==> src/rtl/axis_fifo_pkt.sv <==
// axis_fifo_pkt: AXI-Stream FIFO with tkeep/tuser sideband, occupancy count
// and an optional store-and-forward packet mode that drops oversize packets.
//
// Ports:
//   aclk, areset        clock (rising edge), asynchronous active-high reset
//   s_axis_*            slave side: tdata/tkeep/tuser/tlast/tvalid in, tready out
//   m_axis_*            master side: tdata/tkeep/tuser/tlast/tvalid out, tready in
//   count               entries held, including uncommitted packet beats
//   pkt_drop            one-cycle pulse when an oversize packet is discarded
//
// The master-side registers always mirror the head entry mem[rd_ptr]. rd_ptr
// only advances on a master handshake, so the presented beat is still counted
// in the FIFO and cannot be overwritten while it waits for tready.
module axis_fifo_pkt #(
    parameter int DATA_WIDTH  = 16,
    parameter int USER_WIDTH  = 1,
    parameter int DEPTH       = 16,
    parameter int PACKET_MODE = 0
) (
    input  logic                        aclk,
    input  logic                        areset,
    input  logic [DATA_WIDTH-1:0]       s_axis_tdata,
    input  logic [DATA_WIDTH/8-1:0]     s_axis_tkeep,
    input  logic [USER_WIDTH-1:0]       s_axis_tuser,
    input  logic                        s_axis_tlast,
    input  logic                        s_axis_tvalid,
    output logic                        s_axis_tready,
    output logic [DATA_WIDTH-1:0]       m_axis_tdata,
    output logic [DATA_WIDTH/8-1:0]     m_axis_tkeep,
    output logic [USER_WIDTH-1:0]       m_axis_tuser,
    output logic                        m_axis_tlast,
    output logic                        m_axis_tvalid,
    input  logic                        m_axis_tready,
    output logic [$clog2(DEPTH+1)-1:0]  count,
    output logic                        pkt_drop
);
    localparam int AW = $clog2(DEPTH);
    localparam int KW = DATA_WIDTH / 8;
    localparam int EW = 1 + USER_WIDTH + KW + DATA_WIDTH;
    localparam int CW = $clog2(DEPTH + 1);

    typedef logic [AW:0] ptr_t;
    typedef enum logic [1:0] {IDLE, PKT, DROP} state_t;

    logic [EW-1:0] mem_q [DEPTH];

    ptr_t   wr_ptr_q, wr_ptr_d;
    ptr_t   wr_commit_q, wr_commit_d;
    ptr_t   rd_ptr_q, rd_ptr_d;
    state_t state_q, state_d;
    logic   live_q;        // holds tready low until the first edge after reset
    logic   m_vld_q, m_vld_d;
    logic   [EW-1:0] m_beat_q;
    logic   [CW-1:0] count_q;
    logic   drop_q, drop_d;

    logic   full, s_fire, wr_en, rd_fire;

    assign full    = (ptr_t'(wr_ptr_q - rd_ptr_q) == ptr_t'(DEPTH));
    assign s_fire  = s_axis_tvalid && s_axis_tready;
    assign rd_fire = m_vld_q && m_axis_tready;

    // State register
    always_ff @(posedge aclk or posedge areset) begin
        if (areset) state_q <= IDLE;
        else        state_q <= state_d;
    end

    // Next state: only packet mode ever leaves IDLE
    always_comb begin
        state_d = state_q;
        if (PACKET_MODE != 0 && s_fire) begin
            case (state_q)
                IDLE:    if (!s_axis_tlast) state_d = PKT;
                PKT: begin
                    if (s_axis_tlast)
                        state_d = IDLE;
                    // this beat makes the partial packet occupy every entry
                    else if (ptr_t'(wr_ptr_q - wr_commit_q) == ptr_t'(DEPTH - 1))
                        state_d = DROP;
                end
                DROP:    if (s_axis_tlast) state_d = IDLE;
                default: state_d = IDLE;
            endcase
        end
    end

    // FSM outputs: DROP swallows beats regardless of occupancy
    always_comb begin
        s_axis_tready = live_q && (state_q == DROP || !full);
        wr_en         = s_fire && (state_q != DROP);
        drop_d        = s_fire && (state_q == DROP) && s_axis_tlast;
    end

    // Pointer next-state and master-side view
    always_comb begin
        wr_ptr_d    = wr_ptr_q;
        wr_commit_d = wr_commit_q;
        if (drop_d) begin
            wr_ptr_d = wr_commit_q;
        end else if (wr_en) begin
            wr_ptr_d = wr_ptr_q + ptr_t'(1);
            if (PACKET_MODE == 0 || s_axis_tlast)
                wr_commit_d = wr_ptr_q + ptr_t'(1);
        end
        rd_ptr_d = rd_ptr_q + ptr_t'(rd_fire);
        // Uses the old commit pointer: a beat becomes visible one edge after
        // it is written, and the memory read below is already settled.
        m_vld_d  = (wr_commit_q != rd_ptr_d);
    end

    always_ff @(posedge aclk) begin
        if (wr_en)
            mem_q[wr_ptr_q[AW-1:0]] <= {s_axis_tlast, s_axis_tuser, s_axis_tkeep, s_axis_tdata};
    end

    always_ff @(posedge aclk or posedge areset) begin
        if (areset) begin
            wr_ptr_q    <= '0;
            wr_commit_q <= '0;
            rd_ptr_q    <= '0;
            live_q      <= 1'b0;
            m_vld_q     <= 1'b0;
            m_beat_q    <= '0;
            count_q     <= '0;
            drop_q      <= 1'b0;
        end else begin
            wr_ptr_q    <= wr_ptr_d;
            wr_commit_q <= wr_commit_d;
            rd_ptr_q    <= rd_ptr_d;
            live_q      <= 1'b1;
            m_vld_q     <= m_vld_d;
            m_beat_q    <= mem_q[rd_ptr_d[AW-1:0]];
            count_q     <= CW'(ptr_t'(wr_ptr_d - rd_ptr_d));
            drop_q      <= drop_d;
        end
    end

    assign {m_axis_tlast, m_axis_tuser, m_axis_tkeep, m_axis_tdata} = m_beat_q;
    assign m_axis_tvalid = m_vld_q;
    assign count         = count_q;
    assign pkt_drop      = drop_q;

endmodule

==> config.mk <==
export PLATFORM = sky130hd
export DESIGN_NAME = axis_fifo_pkt
export DESIGN_NICKNAME = d
export VERILOG_FILES = /design/src/rtl/axis_fifo_pkt.sv
export SDC_FILE = /design/constraint.sdc
export NUM_CORES = 1
export LEC_CHECK = 0
export CAP_MARGIN = 25
export CORE_UTILIZATION = 35
export CTS_BUF_LIST = sky130_fd_sc_hd__clkbuf_4 sky130_fd_sc_hd__clkbuf_8
export DETAILED_ROUTE_END_ITERATION = 12
export HOLD_SLACK_MARGIN = 0.12
export PLACE_DENSITY = 0.62
export SLEW_MARGIN = 0
export SYNTH_ARGS = -nofsm -noshare
export SYNTH_HDL_FRONTEND = slang
export SYNTH_SLANG_ARGS = --single-unit
==> constraint.sdc <==
create_clock -name aclk -period 5.4 [get_ports aclk]
set_clock_uncertainty 0.2 [all_clocks]
set_input_delay 1.08 -clock aclk [delete_from_list [all_inputs] [get_ports aclk]]
set_output_delay 1.08 -clock aclk [all_outputs]
set_load 0.01 [all_outputs]
==> flow_metrics.tcl <==
set metrics [dict create \
    cts.repair.resized 0 \
    cts-root-buf "clkbuf_8" \
    start_util_pct 35.84 \
    area_growth_pct 17.05 \
    crit_path_start_kind "register" \
    io_buffers 50 \
    yosys-top-cells-area "edfxtp_1, dfrtp_1, mux4_2" \
    cts_hold_buffers 0 \
    syn_area_sq_um 14010 \
    crit_arrival_ps 2820 \
    slew_violations 0 \
    clock_path_buffers 3 \
    crit_required_ps 4120 \
    route.detailed.drc 0 \
    fin_crit_sh_pct 76.02 \
    maxCapViolCount 0 \
    die_width_microns 202.1 \
    clock.fmax_ghz 0.2436 \
    antenna_found_initial 1 \
    wl_mm 31.27 \
    ys_seq_elements 362 \
    cts_max_level 2 \
    ir_worst_vdd_mv 0.4135 \
    clk_pin_slew_ps 60 \
    finalSetupViolCount 0 \
    grt_pass1_wl_mm 47.87 \
    clk-insertion-delay-late_ps 600 \
    dieHeight_microns 202.1 \
    startpoint "wr_ptr_q[3]" \
    dr.pass1.iters 5 \
    worst_pin_slew_ps 1021 \
    yosys_warnings 0 \
    synth-adder-area-share_pct 1.393 \
    muxShareOfSynthArea_pct 8.500 \
    drive_gt1_share_pct 18.60 \
    reg2reg_from "wr_ptr_q[3]" \
    synth_compound_area_share_pct 3.545 \
    die-area_sq_um 40840 \
    synthArstFlopShare_pct 11.60 \
    via_count 7431 \
    ys_types 34 \
    cts_buffers 55 \
    hpwlAfterDp_mm 16.96 \
    synth_top_family_by_area "multiplexers" \
    core-area_sq_um 39100 \
    status "finished, final reports clean" \
    tns_ps 0 \
    cts_tree "done" \
    fin_nets 963 \
    crit_type "reg -> out" \
    leakagePower_nw 5.629 \
    synth_edf_count 320 \
    gp_congestion 0.7214 \
    synth_cells 834 \
    diodes 0 \
    cts_sinks 362 \
    min_period_ps 4105 \
    ys_top_cells_by_count "edfxtp_1, nand2_1, nand3_1, dfrtp_1, a31oi_1" \
    grt_usage_pct 15.67 \
    p_total_mw 9.379 \
    post_cts_buffers 0 \
    synth_top_area_cell "edfxtp_1" \
    synth_nets 873 \
    viasPerCell 5.001 \
    powerDensity_nw_per_um2 571.8 \
    avgSynthCellArea_sq_um 16.80 \
    synth.most_common_cell "edfxtp_1" \
    cp-end-kind "output port" \
    worst_slack_ps 1295 \
    hold_class "reg -> reg" \
    crit_fanout 7 \
    grt-ovfl-total 0 \
    preCtsSetupSlack_ps 1055 \
    rsz0062_at_grt "no" \
    ant_nets 0 \
    grt_start_max_net_pins 102 \
    holdWs_ps 338.0 \
    r2r_end "count[4]" \
    wire_per_inst_microns 21.05 \
    grt_pass1_vias 7757 \
    critPathCapture "s_axis_tready" \
    row_count 72 \
    nFillCells 3546 \
    reg2regPathDepth 14 \
    reg2reg_slack_ps 1580 \
    synth_xor_area_share_pct 1.438 \
    synth_ff_type "edfxtp_1" \
    ios 52 \
    drt_iter0_drc 481 \
    ys_seq_area_share_pct 76.07 \
    relSlewSlack_pct 31.96 \
    yosys.area_share.simple_pct 7.250 \
    synth_top_area_share_pct 68.57 \
    hold_viol 0 \
]
through the flow:
| step | util, % | instances | area [sq um] |
|---|---|---|---|
| 2_1_floorplan | - | 834 | 14010 |
| 3_3_place_gp | 39.05 | 1385 | 15270 |
| 3_5_place_dp | 39.05 | 1385 | 15270 |
| 4_1_cts | 41.95 | 1486 | 16400 |
| 5_1_grt | 41.95 | 1486 | 16400 |
| 6_report | 41.95 | 1486 | 16400 |
final cells by class:
class	count	area, sq um	share of cell area [%]
multi-input combinational	412	3154	19.23
inverter	15	56.30	0.3433
clock inverter	17	111.4	0.6789
sequential	362	10660	64.99
timing repair buffer	78	748.2	4.561
clock buffer	84	1025	6.247
tap	518	648.1	3.951
routing by layer:
layer | track usage, % | vias to the layer above | share of wire [%]
met5 | 0 | - | 0.038
met4 | 6.284 | 2 | 2.7
met3 | 2.370 | 64 | 5.2
met2 | 27.14 | 216 | 51
met1 | 19.69 | 3780 | 41
li1 | - | 3369 | -
sequential cells by signal, summed over array words and instances (netlist names):
register,count
wr_commit_q,5
mem_q,320
count,5
m_axis_tvalid,1
m_beat_q,20
rd_ptr_q,5
live_q,1
wr_ptr_q,5
worst max-delay path: stages, from the launching register on:
cell             delay [ps]
dfrtp_1                 480
ha_1                    380
nor2_1                  140
xnor2_1                 110
a2111oi_4               520
nor2b_1                 100
clkdlybuf4s50_1         500
logic make-up (layout without fill, tap and decap cells):
| logic type | count (synthesis) | in the layout |
|---|---|---|
| multiplexers | 66 | 66 |
| AO/OA/AOI/OAI | 68 | 68 |
| XOR/XNOR | 23 | 23 |
| adder cells (fa/ha/maj) | 15 | 15 |
| other | 2 | 2 |
| flip-flops | 362 | 362 |
| AND/OR/NAND/NOR | 238 | 238 |
| buffers and inverters | 60 | 194 |
worst min-delay path by stage:
| stage | startpoint | to | slack (ps) | cells past startpoint |
|---|---|---|---|---|
| after floorplan | wr_commit_q[3] | m_axis_tvalid | 300 | 2 |
| after global placement | wr_commit_q[4] | wr_commit_q[4] | 320 | 1 |
| after detailed placement | wr_commit_q[2] | wr_commit_q[2] | 320 | 1 |
| after CTS | wr_commit_q[2] | wr_commit_q[2] | 340 | 1 |
| after global routing | wr_commit_q[0] | wr_commit_q[0] | 350 | 1 |
| final | wr_commit_q[4] | wr_commit_q[4] | 340 | 1 |
cells in the final DEF, fill, tap and decap left out, types with 2 or more instances in the layout:
cell,instances
conb_1,2
inv_2,2
edfxtp_1,320
inv_1,13
clkdlybuf4s50_1,50
a21oi_1,2
dfrtp_1,42
buf_4,25
buf_12,3
mux4_2,40
nor2b_1,3
ha_1,12
clkinvlp_4,2
nor2_2,3
xnor2_1,11
mux2i_1,20
nand2_1,162
clkbuf_8,63
xor2_1,11
and2_1,6
clkbuf_4,21
mux2_4,6
clkinv_2,7
clkinv_1,6
nand3_1,44
a21o_1,2
a31oi_1,41
nor3_1,2
nor2_1,2
and3_1,12
a32oi_1,20
power breakdown:
group / switching [mW] / internal [mW]
Sequential: 0.165 / 3.37
Combinational: 2.06 / 1.50
Clock: 1.03 / 1.26
(Power assumes the default switching activity.)
